$ cat src/rtl/vpifo_push_pop_scheduler.sv
// Front-end scheduler for the virtualised PIFO task generator: round-robin push
// arbitration, paced pops, occupancy tracking and drain sequencing.
module vpifo_push_pop_scheduler #(
    parameter int NREQ     = 4,
    parameter int PTW      = 16,
    parameter int MTW      = 2,
    parameter int LEVEL    = 4,
    parameter int TREE_NUM = 4,
    parameter int CTW      = 10,
    parameter int POP_GAP  = 2
) (
    input  logic                           i_clk,
    input  logic                           i_arst,
    input  logic [NREQ-1:0]                i_req_valid,
    output logic [NREQ-1:0]                o_req_ready,
    input  logic [NREQ*((TREE_NUM > 1) ? $clog2(TREE_NUM) : 1)-1:0] i_req_tree_id,
    input  logic [NREQ*PTW-1:0]            i_req_priority,
    input  logic [NREQ*(MTW+PTW)-1:0]      i_req_data,
    input  logic                           i_task_fifo_full,
    output logic                           o_push,
    output logic [((TREE_NUM > 1) ? $clog2(TREE_NUM) : 1)-1:0] o_push_tree_id,
    output logic [PTW-1:0]                 o_push_priority,
    output logic [MTW+PTW-1:0]             o_push_data,
    input  logic                           i_pop_req,
    output logic                           o_pop,
    input  logic                           i_drain,
    output logic                           o_drain_done,
    output logic [CTW-1:0]                 o_occupancy,
    output logic                           o_drop,
    output logic [CTW-1:0]                 o_drop_cnt
);

    localparam int TNB = (TREE_NUM > 1) ? $clog2(TREE_NUM) : 1;
    localparam int DW  = MTW + PTW;
    localparam int PW  = (NREQ > 1) ? $clog2(NREQ) : 1;
    localparam int GW  = (POP_GAP > 1) ? $clog2(POP_GAP) : 1;
    localparam logic [CTW-1:0] OCC_MAX = {CTW{1'b1}};

    typedef enum logic [1:0] {ST_RUN, ST_DRAIN, ST_DONE} state_t;

    state_t          state_q, state_d;
    logic [PW-1:0]   rr_q, rr_d;
    logic [GW-1:0]   gap_q, gap_d;
    logic [CTW-1:0]  occ_q, occ_d;
    logic [CTW-1:0]  drop_cnt_q, drop_cnt_d;
    logic            push_q, push_d;
    logic            pop_q, pop_d;
    logic            drop_q, drop_d;
    logic [TNB-1:0]  tree_q, tree_d;
    logic [PTW-1:0]  prio_q, prio_d;
    logic [DW-1:0]   data_q, data_d;

    logic            grant_en;
    logic            found;
    logic            grant;
    logic            illegal;
    logic            pop_ok;
    logic [PW-1:0]   grant_idx;
    logic [TNB-1:0]  sel_tree;

    always_comb begin
        grant_en  = (state_q == ST_RUN) && !i_task_fifo_full &&
                    (({1'b0, occ_q} + (CTW+1)'(push_q)) < (CTW+1)'(OCC_MAX));
        found     = 1'b0;
        grant_idx = '0;
        for (int k = 0; k < NREQ; k++) begin
            if (!found && i_req_valid[(int'(rr_q) + k) % NREQ]) begin
                found     = 1'b1;
                grant_idx = PW'((int'(rr_q) + k) % NREQ);
            end
        end
        // Ready must read 0 while reset is held, even with requests pending.
        grant       = grant_en && found && !i_arst;
        o_req_ready = '0;
        if (grant) begin
            o_req_ready[grant_idx] = 1'b1;
        end
        sel_tree = i_req_tree_id[grant_idx*TNB +: TNB];
        // Tree ids mapping onto the root RPU slot cannot be pushed.
        illegal  = (int'(sel_tree) % LEVEL) == 0;
        rr_d     = rr_q;
        if (grant) begin
            rr_d = (grant_idx == PW'(NREQ-1)) ? '0 : grant_idx + 1'b1;
        end
    end

    always_comb begin
        push_d     = grant && !illegal;
        drop_d     = grant && illegal;
        tree_d     = tree_q;
        prio_d     = prio_q;
        data_d     = data_q;
        if (push_d) begin
            tree_d = sel_tree;
            prio_d = i_req_priority[grant_idx*PTW +: PTW];
            data_d = i_req_data[grant_idx*DW +: DW];
        end
        drop_cnt_d = drop_cnt_q;
        if (drop_d && (drop_cnt_q != OCC_MAX)) begin
            drop_cnt_d = drop_cnt_q + 1'b1;
        end
        occ_d = occ_q + CTW'(push_q) - CTW'(pop_q);
    end

    always_comb begin
        // The pop about to be presented has not yet left occ_q, so discount it.
        pop_ok = (gap_q == '0) && (occ_q > CTW'(pop_q)) &&
                 (((state_q == ST_RUN) && i_pop_req) || (state_q == ST_DRAIN));
        pop_d  = pop_ok;
        gap_d  = gap_q;
        if (pop_ok) begin
            gap_d = GW'(POP_GAP - 1);
        end else if (gap_q != '0) begin
            gap_d = gap_q - 1'b1;
        end
        state_d = state_q;
        case (state_q)
            ST_RUN:   if (i_drain) state_d = ST_DRAIN;
            ST_DRAIN: if ((occ_q == '0) && !push_q && !pop_q) state_d = ST_DONE;
            ST_DONE:  if (!i_drain) state_d = ST_RUN;
            default:  state_d = ST_RUN;
        endcase
    end

    always_ff @(posedge i_clk or posedge i_arst) begin
        if (i_arst) begin
            state_q    <= ST_RUN;
            rr_q       <= '0;
            gap_q      <= '0;
            occ_q      <= '0;
            drop_cnt_q <= '0;
            push_q     <= 1'b0;
            pop_q      <= 1'b0;
            drop_q     <= 1'b0;
            tree_q     <= '0;
            prio_q     <= '0;
            data_q     <= '0;
        end else begin
            state_q    <= state_d;
            rr_q       <= rr_d;
            gap_q      <= gap_d;
            occ_q      <= occ_d;
            drop_cnt_q <= drop_cnt_d;
            push_q     <= push_d;
            pop_q      <= pop_d;
            drop_q     <= drop_d;
            tree_q     <= tree_d;
            prio_q     <= prio_d;
            data_q     <= data_d;
        end
    end

    assign o_push          = push_q;
    assign o_push_tree_id  = tree_q;
    assign o_push_priority = prio_q;
    assign o_push_data     = data_q;
    assign o_pop           = pop_q;
    assign o_drop          = drop_q;
    assign o_drop_cnt      = drop_cnt_q;
    assign o_occupancy     = occ_q;
    assign o_drain_done    = (state_q == ST_DONE);

endmodule

$ cat config.mk
export PLATFORM = sky130hd
export DESIGN_NAME = vpifo_push_pop_scheduler
export DESIGN_NICKNAME = d
export VERILOG_FILES = /design/src/rtl/vpifo_push_pop_scheduler.sv
export SDC_FILE = /design/constraint.sdc
export NUM_CORES = 1
export LEC_CHECK = 0
export CORE_ASPECT_RATIO = 1.4
export CORE_MARGIN = 1.5
export CORE_UTILIZATION = 40
export CTS_BUF_LIST = sky130_fd_sc_hd__clkbuf_4 sky130_fd_sc_hd__clkbuf_8
export DETAILED_ROUTE_END_ITERATION = 10
export GPL_TIMING_DRIVEN = 0
export PLACE_DENSITY = 0.76
export SLEW_MARGIN = 20
export SYNTH_ARGS = -nofsm -noshare
export SYNTH_HDL_FRONTEND = slang
export SYNTH_SLANG_ARGS = --single-unit
$ cat constraint.sdc
create_clock -name i_clk -period 6.6 [get_ports i_clk]
set_clock_uncertainty 0.2 [all_clocks]
set_input_delay 1.32 -clock i_clk [delete_from_list [all_inputs] [get_ports i_clk]]
set_output_delay 1.32 -clock i_clk [all_outputs]
set_load 0.02 [all_outputs]
Yosys cells after proc, flatten, opt, wreduce, memory -nomap -nowiden
Index checks and enable logic that the tools add are counted.
{ "word_totals": {"register_bits": 64, "word_cells": 104, "rom_bits": 0, "ramBits": 0, "latchBits": 0, "output_inout_bits": 64, "mem_count": 0, "input_bits": 153} }
{ "op_classes": {"reduce_logical": 32, "addsub": 9, "mul": 1, "n_shift": 3, "magnitude_cmp": 8, "n_div": 0, "bitwise_logic": 4, "n_mux": 29, "n_eq_ne": 7} }
{ "op_table": {"columns": ["operator", "n"], "rows": [
  ["72-bit by 8-bit variable part select with 18-bit output", 1],
  ["64-bit by 7-bit variable part select with 16-bit output", 1],
  ["32-bit zero test", 1],
  ["1-bit logical AND", 16],
  ["2-bit two-way mux", 8],
  ["1-bit two-way mux", 14],
  ["3-bit by 4-bit less-than comparator with 1-bit output, second input constant", 3],
  ["10-bit by 1-bit adder with 11-bit output", 1],
  ["11-bit by 10-bit less-than comparator with 1-bit output, second input constant", 1],
  ["10-bit by 1-bit adder with 10-bit output", 1],
  ["10-bit by 1-bit adder with 10-bit output, second input constant", 1],
  ["10-bit by 1-bit greater-than comparator with 1-bit output", 1],
  ["10-bit zero test", 1],
  ["10-bit inequality test, second input constant", 1],
  ["10-bit by 1-bit subtractor with 10-bit output", 1],
  ["1-bit binary-select mux with 2-bit select", 4],
  ["1-bit zero test", 8],
  ["8-bit by 4-bit variable part select with 2-bit output", 1],
  ["2-bit by 3-bit less-than comparator with 1-bit output, second input constant", 2],
  ["2-bit by 4-bit multiplier with 6-bit output, second input constant", 1],
  ["2-bit case mux with 3 select lines", 1],
  ["2-bit OR reduction", 3],
  ["2-bit by 1-bit adder with 2-bit output, second input constant", 2],
  ["2-bit adder, second input constant", 2],
  ["13 further kinds", 17]
]} }

Depth between registers and ports, before layout
Gate-level depths: netlist of the first run.
{ "logic_depth": {"depth_word": 19, "depth_mapped": 13, "depth_no_buf": 13} }

Worst setup path after synthesis of the first run
OpenSTA, ideal clock, no wires.
{ "synth_timing": {"path_type": "input -> output", "startpoint": "input i_req_valid[1]", "endpoint": "output o_req_ready[0]", "required_ps": 5080, "arrival_time_ps": 2898, "path_buffers": 2, "path_stages": 8, "path_slack_ps": 2182, "cell_sequence": "a21o_1 a21oi_1 o22a_1 clkbuf_1 clkinv_1 clkbuf_1 ha_1 and2_1"} }
{ "synth_between": {"elab_chain_cells": 17, "elab_cells_between_ends": 33, "classes_between": "2 x order compare; 22 x mux; 9 x reduce/logical"} }
{ "synth_lines": {"columns": ["element", "line", "source"], "rows": [
  ["from (decl)", "14", "input logic [NREQ-1:0] i_req_valid,"],
  ["1-bit binary-select mux with 2-bit select", "67", "if (!found && i_req_valid[(int'(rr_q) + k) % NREQ]) begin"],
  ["1-bit two-way mux (not written as such)", "67", null],
  ["1-bit two-way mux", "67", null],
  ["1-bit zero test", "67", null],
  ["1-bit logical AND", "67", null],
  ["1-bit two-way mux", "67", null],
  ["1-bit zero test", "67", null],
  ["1-bit logical AND", "67", null],
  ["1-bit two-way mux", "67", null],
  ["1-bit zero test", "67", null],
  ["1-bit logical AND", "67", null],
  ["2-bit two-way mux", "67", null],
  ["2-bit by 3-bit less-than comparator with 1-bit output (not written as such) or 2-bit by 1-bit greater-or-equal comparator with 1-bit output (tied branches)", "76", "o_req_ready[grant_idx] = 1'b1;"],
  ["1-bit logical AND (not written as such)", "76", null],
  ["1-bit two-way mux (not written as such)", "76", null],
  ["1-bit demux with 2-bit select", "76", null],
  ["4-bit two-way mux (*)", "75", "if (grant) begin"],
  ["to (decl)", "15", "output logic [NREQ-1:0] o_req_ready,"]
]} }
Mark *: on every way between the ends. The rest lies on a longest branch, timed or not. The select of a mux whose other input is x is not followed.

Final worst setup path of the first run
{ "layout_timing": {"startpoint": "input i_req_valid[0]", "endpoint": "output o_req_ready[0]"} }
The elaborated chain is that of the path after synthesis.

==> results of run 1 <==
[power by group]
group	internal (mW)	switching, mW
logic	0.560	0.585
clock network	0.241	0.152
registers	0.485	0.103
total	1.29	0.840
[worst register-to-register path, stage by stage (launching register included)]
cell	delay [ns]
dfrtp_1	0.43
ha_1	0.32
nand3_1	0.21
or3_1	0.40
a22oi_1	0.21
a41oi_1	0.23
clkbuf_1	0.27
o21ai_2	0.27
buf_6	0.25
mux2_4	0.32
[how the worst max path moves through the flow]
stage / slack [ns] / start / to / depth (start not counted)
floorplan: 2.18 / i_req_valid[1] / o_req_ready[0] / 8
global placement: 0.67 / i_req_valid[0] / o_req_ready[0] / 10
detailed placement: 0.55 / i_req_valid[0] / o_req_ready[0] / 10
CTS: 0.55 / i_req_valid[0] / o_req_ready[0] / 10
global route: 0.38 / i_req_valid[0] / o_req_ready[0] / 10
finish: 0.59 / i_req_valid[0] / o_req_ready[0] / 10
[stage by stage]
stage	hold slack, ns	worst slack, ns	util	instances	power (mW)
after floorplan	0.251	2.18	-	513	1.28
after global placement	0.265	0.669	0.627	870	1.69
after detailed placement	0.272	0.552	0.629	871	1.74
after CTS	0.289	0.554	0.650	887	2.14
after global routing	0.310	0.378	0.650	887	2.27
final	0.284	0.588	0.650	887	2.13
[sequential cells by signal, indices dropped and copies added (netlist names)]
signal	flops
state_q	2
o_push	1
rr_q	2
o_drop	1
o_push_priority	16
gap_q	1
o_push_tree_id	2
o_drop_cnt	10
o_occupancy	10
o_push_data	18
[kinds of logic (layout without fill, tap and decap cells)]
family                   Yosys count  after routing  synth area share
buffers and inverters             52            285            0.0509
flip-flops                        63             63             0.347
XOR/XNOR                          20             20            0.0386
AO/OA/AOI/OAI                     67             67            0.0969
adder cells (fa/ha/maj)           33             33            0.0925
multiplexers                      45             45             0.136
AND/OR/NAND/NOR                  233            233             0.238
[final cells by class]
| type | instances | area [µm²] |
|---|---|---|
| plain buffers | 27 | 135 |
| clock buffers | 13 | 166 |
| clock inverters | 3 | 65.1 |
| fillers | 950 | 3840 |
| inverters | 25 | 98.8 |
| multi-input cells | 398 | 2740 |
| flip-flops and latches | 63 | 1580 |
| well taps | 141 | 176 |
| repair buffers | 217 | 2180 |
[placed cells by master, fill, tap and decap left out, types with 3 or more instances in the layout]
master             n
and3_1            37
o21ai_0            5
buf_6              4
nand2_1          149
a21oi_1            9
nor2_1             8
mux2_2             7
nand4_1            7
clkbuf_8          11
nand3_1            7
mux2_4            29
a31oi_1           34
ha_1              32
xnor2_1           15
xor2_1             5
dfrtp_1           63
inv_1             22
clkdlybuf4s50_1  216
clkbuf_1          22
and2_1             7
mux2_1             3
nand2b_1           4
or4_1              3
mux2i_1            4
[per-layer routing]
layer / global-route usage / part of all wire / wire length (µm) / vias up
li1: - / - / - / 2216
met1: 0.257 / 0.38 / 5670 / 2192
met2: 0.466 / 0.53 / 7770 / 172
met3: 0.0452 / 0.051 / 749 / 40
met4: 0.132 / 0.039 / 570 / 0
met5: 0 / 0 / 0 / -
==> impl_metrics.tcl, run 1 <==
set metrics [dict create \
    synth_top_cell_area_share 0.347 \
    io_buffer_count 216 \
    critical_path.max_fanout 11 \
    synth-async-reset-ratio 1.00 \
    synth_most_common_cell "nand2_1" \
    clkLatencyLatePin_ns 0.34 \
    aggregate_routed_wire_length_um 14800 \
    synth_area_leader_cell "dfrtp_1" \
    grt_first_pass_wirelength_um 23100 \
    outcome "finished, final reports clean" \
    die_w_um 93.1 \
    rsz_0062_raised_after_global_routing "false" \
    floorplan.initialDensity 0.414 \
    critical_path_buf_inv_count 5 \
    clk_pin_slew_worst_paths_ns 0.07 \
    drt_iter0_markers 140 \
    drive_above_1_share 0.0871 \
    grt_antenna_before_repair 0 \
    tritoncts "built" \
    worstSetupStartpointType "input port" \
    via_count 4620 \
    netlist-cell-type-count 49 \
    gpl.final_weighted_congestion 0.911 \
    r2r_setup_slack_ns 3.38 \
    holdPathEnd "o_push_tree_id[0]" \
    worst_r2r_path_depth 9 \
    synth-seq-area-share 0.347 \
    hold_path_startpoint "o_push_tree_id[0]" \
    grt_use_total 0.247 \
    floorplan.io_pins 217 \
    cts-buffers-inserted 9 \
    power_per_cell_area_nw_per_um2 298 \
    cpLargestDelayFamily "buffers and inverters" \
    relSlewSlack 0.516 \
    clock_sink_count 63 \
    hpwl_dp_um 11900 \
    static-leakage-power_nw 3.32 \
    first_global_vias 4861 \
    final_net_count 927 \
    endpoint_kind "output pin" \
    timing_max_transition_violations_final 0 \
    worst-endpoint-required_ns 5.08 \
    holdCritPathClass "reg2reg" \
    worst_reg2reg_path_startpoint "o_push" \
    drv_cap 0 \
    vdd.ir_drop.worst_uv 127 \
    cell_area_after_synthesis_um2 4540 \
    die_y_um 129 \
    timing.rr.end "o_push_data[7]" \
    finalWorstPathRequiredPeriod_ns 6.01 \
    cts_max_level 3 \
    synth_top_cells_by_area "dfrtp_1, nand2_1, mux2_4, ha_1, and3_1" \
    area_growth_pct 57.1 \
    final.setup.tns_ns 0 \
    finalHoldViolCount 0 \
    synth_fp_nets 699 \
    synth.ff_latch_count 63 \
    synth_warnings 0 \
    syn_area_per_cell_um2 8.86 \
    drt_first_pass_iters 4 \
    grt.overflow.total 0 \
    synth_top_cells_by_count "nand2_1, dfrtp_1, and3_1, a31oi_1, ha_1" \
    wl_per_cell_um 16.6 \
    max_freq_mhz 166 \
    post_cts_resize_count 0 \
    core-area_um2 11000 \
    route.detailed.drc 0 \
    post_syn_instances 513 \
    ys.flop_type "dfrtp_1" \
    cts_hold_repair.buffers 0 \
    die-area_um2 12000 \
    drt_antenna_net_count 0 \
    min_path_cells 2 \
    postPlaceCellArea_um2 6900 \
    postCtsSetupRepairBufs 0 \
    standard_cell_rows 45 \
    setup_viol 0 \
    setup.worst_path.class "in2out" \
    cp_data_arrival_time_ns 4.49 \
    synth_enable_flop_cells 0 \
    slowest_stage "clkdlybuf4s50_1" \
    max_stage_delay_ns 0.56 \
    timing_worst_slew_pin_value_ns 0.708 \
    n_antenna_cell 0 \
    finished_layout_cell_area_um2 7140 \
    cts_root_buffer "clkbuf_8" \
    period_share 0.911 \
    clock_tree.buffer_depth 2 \
    post_drt_via_cell_ratio 5.21 \
    grt_start_max_net_pins 34 \
    path_cells "clkdlybuf4s50_1, a21o_1, a21oi_1, o22a_1, clkbuf_1, clkinv_1, clkbuf_1, ha_1, and2_1, clkdlybuf4s50_1" \
]
Power figures use the tool's default switching activity.
==> run 2: changes to the inputs <==
--- a/config.mk
+++ b/config.mk
@@ -6,9 +6,9 @@
 export NUM_CORES = 1
 export LEC_CHECK = 0
 export CORE_ASPECT_RATIO = 1.4
-export CORE_MARGIN = 1.5
 export CORE_UTILIZATION = 40
 export CTS_BUF_LIST = sky130_fd_sc_hd__clkbuf_4 sky130_fd_sc_hd__clkbuf_8
+export CTS_CLUSTER_DIAMETER = 30
 export DETAILED_ROUTE_END_ITERATION = 10
 export GPL_TIMING_DRIVEN = 0
 export PLACE_DENSITY = 0.76
==> run 2 against run 1 <==
Utilization increased by 0.12 points. Maximum frequency down 0.41%. Largest cell class unchanged. Cell count unchanged. Routed wire length down 2.5%. Critical path depth unchanged. Sequential power about the same. Critical endpoint is now o_req_ready[1]. Via count is 0.48% lower. Non-clock buffer count did not move. Highest routed layer unchanged.
==> impl_metrics.tcl, run 2 (synthesis results as in run 1) <==
set metrics [dict create \
    outcome "finished, final reports clean" \
    grt.overflow.total 0 \
    route.detailed.drc 0 \
    die-area_um2 11800 \
    grt_use_met3 0.0498 \
    holdCritPathClass "reg2reg" \
    critical_path_buf_inv_count 5 \
    io_buffer_count 216 \
    vdd.ir_drop.worst_uv 107 \
    slowest_stage "clkdlybuf4s50_1" \
    floorplan.io_pins 217 \
    postCtsSetupRepairBufs 0 \
    tritoncts "built" \
    clk_pin_slew_worst_paths_ns 0.08 \
    finalCoreUtilization 0.651 \
    gpl.final_weighted_congestion 0.885 \
    post_drt_via_cell_ratio 5.18 \
    finished_layout_cell_area_um2 7110 \
    worst_slack_ns 0.563 \
    critical_path.max_fanout 11 \
    setup.worst_path.class "in2out" \
    timing_max_transition_violations_final 0 \
    min_path_cells 2 \
    drive_above_1_share 0.0871 \
    timing_worst_slew_pin_value_ns 0.617 \
    wl_per_cell_um 16.2 \
    floorplan.initialDensity 0.416 \
    cts_hold_repair.buffers 0 \
    worstSetupStartpointType "input port" \
    largest_register_ffs 18 \
    clock_sink_count 63 \
    area_growth_pct 56.5 \
    power_switching_mw 0.831 \
    endpoint_kind "output pin" \
    max_stage_delay_ns 0.55 \
    grt_antenna_before_repair 0 \
    clock_tree.buffer_depth 2 \
    post_cts_resize_count 0 \
    grt_most_used_layer "met2" \
    final.setup.tns_ns 0 \
    dpl_cells 871 \
    path_cells "clkdlybuf4s50_1, a21o_1, a21oi_1, o22a_1, clkbuf_1, clkinv_1, clkbuf_1, ha_1, and2_1, clkdlybuf4s50_1" \
    worst-endpoint-required_ns 5.08 \
    drt_antenna_net_count 0 \
    period_share 0.915 \
    grt_use_total 0.253 \
    cts_root_buffer "clkbuf_8" \
    worst_r2r_path_depth 9 \
    cts_max_level 3 \
    core-area_um2 10900 \
    rsz_0062_raised_after_global_routing "false" \
    leading_cell_types_in_the_layout_fill_and_taps_excluded "clkdlybuf4s50_1, nand2_1, dfrtp_1" \
    report.power.total_mw 2.07 \
    drt_iter0_markers 110 \
    grt_first_pass_wirelength_um 23400 \
    aggregate_routed_wire_length_um 14400 \
    finalWorstPathRequiredPeriod_ns 6.04 \
    grt_start_max_net_pins 35 \
    max_freq_mhz 166 \
    postPlaceCellArea_um2 6900 \
    finalNonFillerCells 887 \
    power.sequential.fraction 0.282 \
    switching_share 0.402 \
    power_per_cell_area_nw_per_um2 291 \
    finalHoldViolCount 0 \
    clkLatencyLatePin_ns 0.34 \
    setup_viol 0 \
    cpLargestDelayFamily "buffers and inverters" \
    mostFrequentLayoutCell "clkdlybuf4s50_1" \
    static-leakage-power_nw 3.31 \
    relSlewSlack 0.578 \
    met1_usage 0.274 \
    die_y_um 128 \
    drv_cap 0 \
    fin_hold_ws_ns 0.282 \
    p_int_mw 1.24 \
    drt_first_pass_iters 4 \
    standard_cell_rows 45 \
    cp_data_arrival_time_ns 4.52 \
    die_w_um 92.1 \
    final_net_count 927 \
    cts-buffers-inserted 9 \
    via_count 4598 \
    power_frac_clock 0.170 \
    hpwl_dp_um 11500 \
    first_global_vias 4877 \
    pre_cts_slack_ns 0.568 \
    groute.layer.met2.usage 0.473 \
    power.share.combinational 0.548 \
    n_antenna_cell 0 \
    cp.depth 10 \
]
==> run 2: changes by cell type in the layout (fill, tap and decap cells not counted) <==
cell / change
clkbuf_4: -2
bufinv_16: -1
clkinv_2: +1
clkinv_4: +1
clkinvlp_4: +1
==> run 2: layout make-up <==
cell class              count  area [µm²]
well taps                 141         176
multi-input cells         398        2740
fillers                   922        3810
flip-flops and latches     63        1580
repair buffers            217        2180
clock buffers              11         151
inverters                  25        98.8
clock inverters             5        56.3
plain buffers              27         135
==> run 2: final timing paths <==
check	start	to	slack (ns)
min	o_push_tree_id[1]	o_push_tree_id[1]	0.28
min in group asynchronous	i_arst	o_occupancy[9]	1.17
max in group asynchronous	i_arst	o_push_data[5]	4.50
min reg2reg	o_push_tree_id[1]	o_push_tree_id[1]	0.28
max reg2reg	o_push	o_push_priority[1]	3.34
max	i_req_valid[0]	o_req_ready[1]	0.56
==> run 2: layer usage <==
metal | vias up | share of wire
met2 | 174 | 0.54
met5 | - | 0
met1 | 2171 | 0.38
met3 | 30 | 0.051
li1 | 2223 | -
met4 | 0 | 0.027
==> run 2: power by group through the flow <==
stage | clock network, mW | registers [mW] | logic, mW
after CTS | 0.365 | 0.583 | 1.14
after global placement | 0 | 0.584 | 1.11
after detailed placement | 0 | 0.589 | 1.14
after global routing | 0.378 | 0.600 | 1.26
after floorplan | 0 | 0.674 | 0.605
final | 0.352 | 0.584 | 1.13
==> run 2: worst reg2reg max path: stages (launching register included) <==
cell and delay (ns):
dfrtp_1 0.44, ha_1 0.31, nand3_1 0.21, or3_1 0.40, a22oi_1 0.25, a41oi_1 0.23, clkbuf_1 0.25, o21ai_2 0.27
buf_6 0.26, mux2_4 0.32
==> run 3: changes to the inputs <==
--- a/config.mk
+++ b/config.mk
@@ -11,7 +11,7 @@
 export CTS_CLUSTER_DIAMETER = 30
 export DETAILED_ROUTE_END_ITERATION = 10
 export GPL_TIMING_DRIVEN = 0
-export PLACE_DENSITY = 0.76
+export PLACE_DENSITY = 0.79
 export SLEW_MARGIN = 20
 export SYNTH_ARGS = -nofsm -noshare
 export SYNTH_HDL_FRONTEND = slang
==> run 3 against run 2 <==
Global-route usage shrank 0.13 points. Via count increased by 0.61%. Cell count down 0.11%. Critical path type unchanged. Critical endpoint unchanged.
==> impl_metrics.tcl, run 3 (synthesis results as in run 1) <==
set metrics [dict create \
    outcome "finished, final reports clean" \
    finalCoreUtilization 0.651 \
    first_global_vias 4849 \
    die_y_um 128 \
    postCtsSetupRepairBufs 0 \
    grt_first_pass_wirelength_um 23100 \
    clock_sink_count 63 \
    max_freq_mhz 166 \
    via_count 4626 \
    cts-buffers-inserted 9 \
    hpwl_dp_um 11500 \
    fillCellCount 875 \
    rsz_0062_raised_after_global_routing "false" \
    pre_cts_slack_ns 0.580 \
    cts_hold_repair.buffers 0 \
    worst-endpoint-required_ns 5.08 \
    finalNonFillerCells 886 \
    crit_path_end "o_req_ready[1]" \
    clk_pin_slew_worst_paths_ns 0.07 \
    drv_cap 0 \
    grt_use_total 0.252 \
    floorplan.io_pins 217 \
    worst_r2r_path_depth 10 \
    vdd.ir_drop.worst_uv 122 \
    cp_data_arrival_time_ns 4.51 \
    finalHoldViolCount 0 \
    gpl.final_weighted_congestion 0.889 \
    worst_reg2reg_path_startpoint "rr_q[1]" \
    timing_worst_slew_pin_value_ns 0.827 \
    multi_input_gate_area_in_the_final_layout_um2 2740 \
    clock_tree.buffer_depth 2 \
    worstSetupStartpointType "input port" \
    grt_start_max_net_pins 55 \
    static-leakage-power_nw 3.31 \
    tritoncts "built" \
    setup.worst_path.class "in2out" \
    fin_hold_ws_ns 0.288 \
    n_antenna_cell 0 \
    critical_path.max_fanout 11 \
    finalWorstPathRequiredPeriod_ns 6.03 \
    holdCritPathClass "reg2reg" \
    setup_viol 0 \
    grt.overflow.total 0 \
    dpl_cells 871 \
    r2r_setup_slack_ns 3.40 \
    cts_max_level 3 \
    critical_path.startpoint "i_req_valid[0]" \
    mostFrequentLayoutCell "clkdlybuf4s50_1" \
    die-area_um2 11800 \
    timing.rr.end "o_push_priority[2]" \
    clkLatencyLatePin_ns 0.34 \
    period_share 0.913 \
    drive_above_1_share 0.0859 \
    cts_root_buffer "clkbuf_8" \
    post_cts_resize_count 0 \
    core-area_um2 10900 \
    relSlewSlack 0.434 \
    drt_first_pass_iters 4 \
    wl_per_cell_um 16.4 \
    timing_max_transition_violations_final 0 \
    final.setup.tns_ns 0 \
    area_growth_pct 56.6 \
    postPlaceCellArea_um2 6910 \
    seqCellArea_um2 1580 \
    worst_slack_ns 0.571 \
    floorplan.initialDensity 0.416 \
    final_net_count 927 \
    die_w_um 92.1 \
    report.power.total_mw 2.08 \
    post_drt_via_cell_ratio 5.22 \
    grt_antenna_before_repair 0 \
    io_buffer_count 216 \
    aggregate_routed_wire_length_um 14500 \
    leading_cell_types_in_the_layout_fill_and_taps_excluded "clkdlybuf4s50_1, nand2_1, dfrtp_1" \
    route.detailed.drc 0 \
    standard_cell_rows 45 \
    finished_layout_cell_area_um2 7110 \
    power_per_cell_area_nw_per_um2 292 \
    drt_iter0_markers 140 \
    drt_antenna_net_count 0 \
    largest_register_ffs 18 \
    endpoint_kind "output pin" \
]
-- run 3: critical path, stage by stage --
cell and delay [ns]:
clkdlybuf4s50_1 0.49, a21o_1 0.19, a21oi_1 0.13, o22a_1 0.17, clkbuf_1 0.47, clkinv_1 0.44, clkbuf_1 0.36, ha_1 0.27
and2_1 0.13, clkdlybuf4s50_1 0.55
-- run 3: power by group --
part | switching [mW] | internal (mW)
clock network | 0.148 | 0.197
logic | 0.585 | 0.560
registers | 0.101 | 0.485
-- run 3: area by class of cell --
type | instances | share of cell area
clock buffer | 12 | 0.0223
timing repair buffer | 217 | 0.308
buffer | 27 | 0.0190
sequential | 63 | 0.222
multi-input combinational | 398 | 0.385
inverter | 25 | 0.0139
clock inverter | 3 | 0.00598
tap | 141 | 0.0248
-- run 3: how the worst min path moves through the flow --
stage	depth (start not counted)	slack (ns)	start	endpoint
3_5_place_dp	2	0.27	o_push_tree_id[0]	o_push_tree_id[0]
4_1_cts	2	0.29	o_push_tree_id[0]	o_push_tree_id[0]
3_3_place_gp	2	0.27	o_push_tree_id[0]	o_push_tree_id[0]
5_1_grt	1	0.32	o_drop_cnt[4]	o_drop_cnt[4]
2_1_floorplan	1	0.25	state_q[1]	state_q[0]
6_report	1	0.29	o_drop_cnt[4]	o_drop_cnt[4]
-- run 3: layer usage --
metal	vias to the layer above	share of wire	global-route usage
li1	2212	-	-
met1	2198	0.38	0.262
met2	184	0.54	0.481
met3	32	0.053	0.0516
met4	0	0.027	0.108
met5	-	0	0
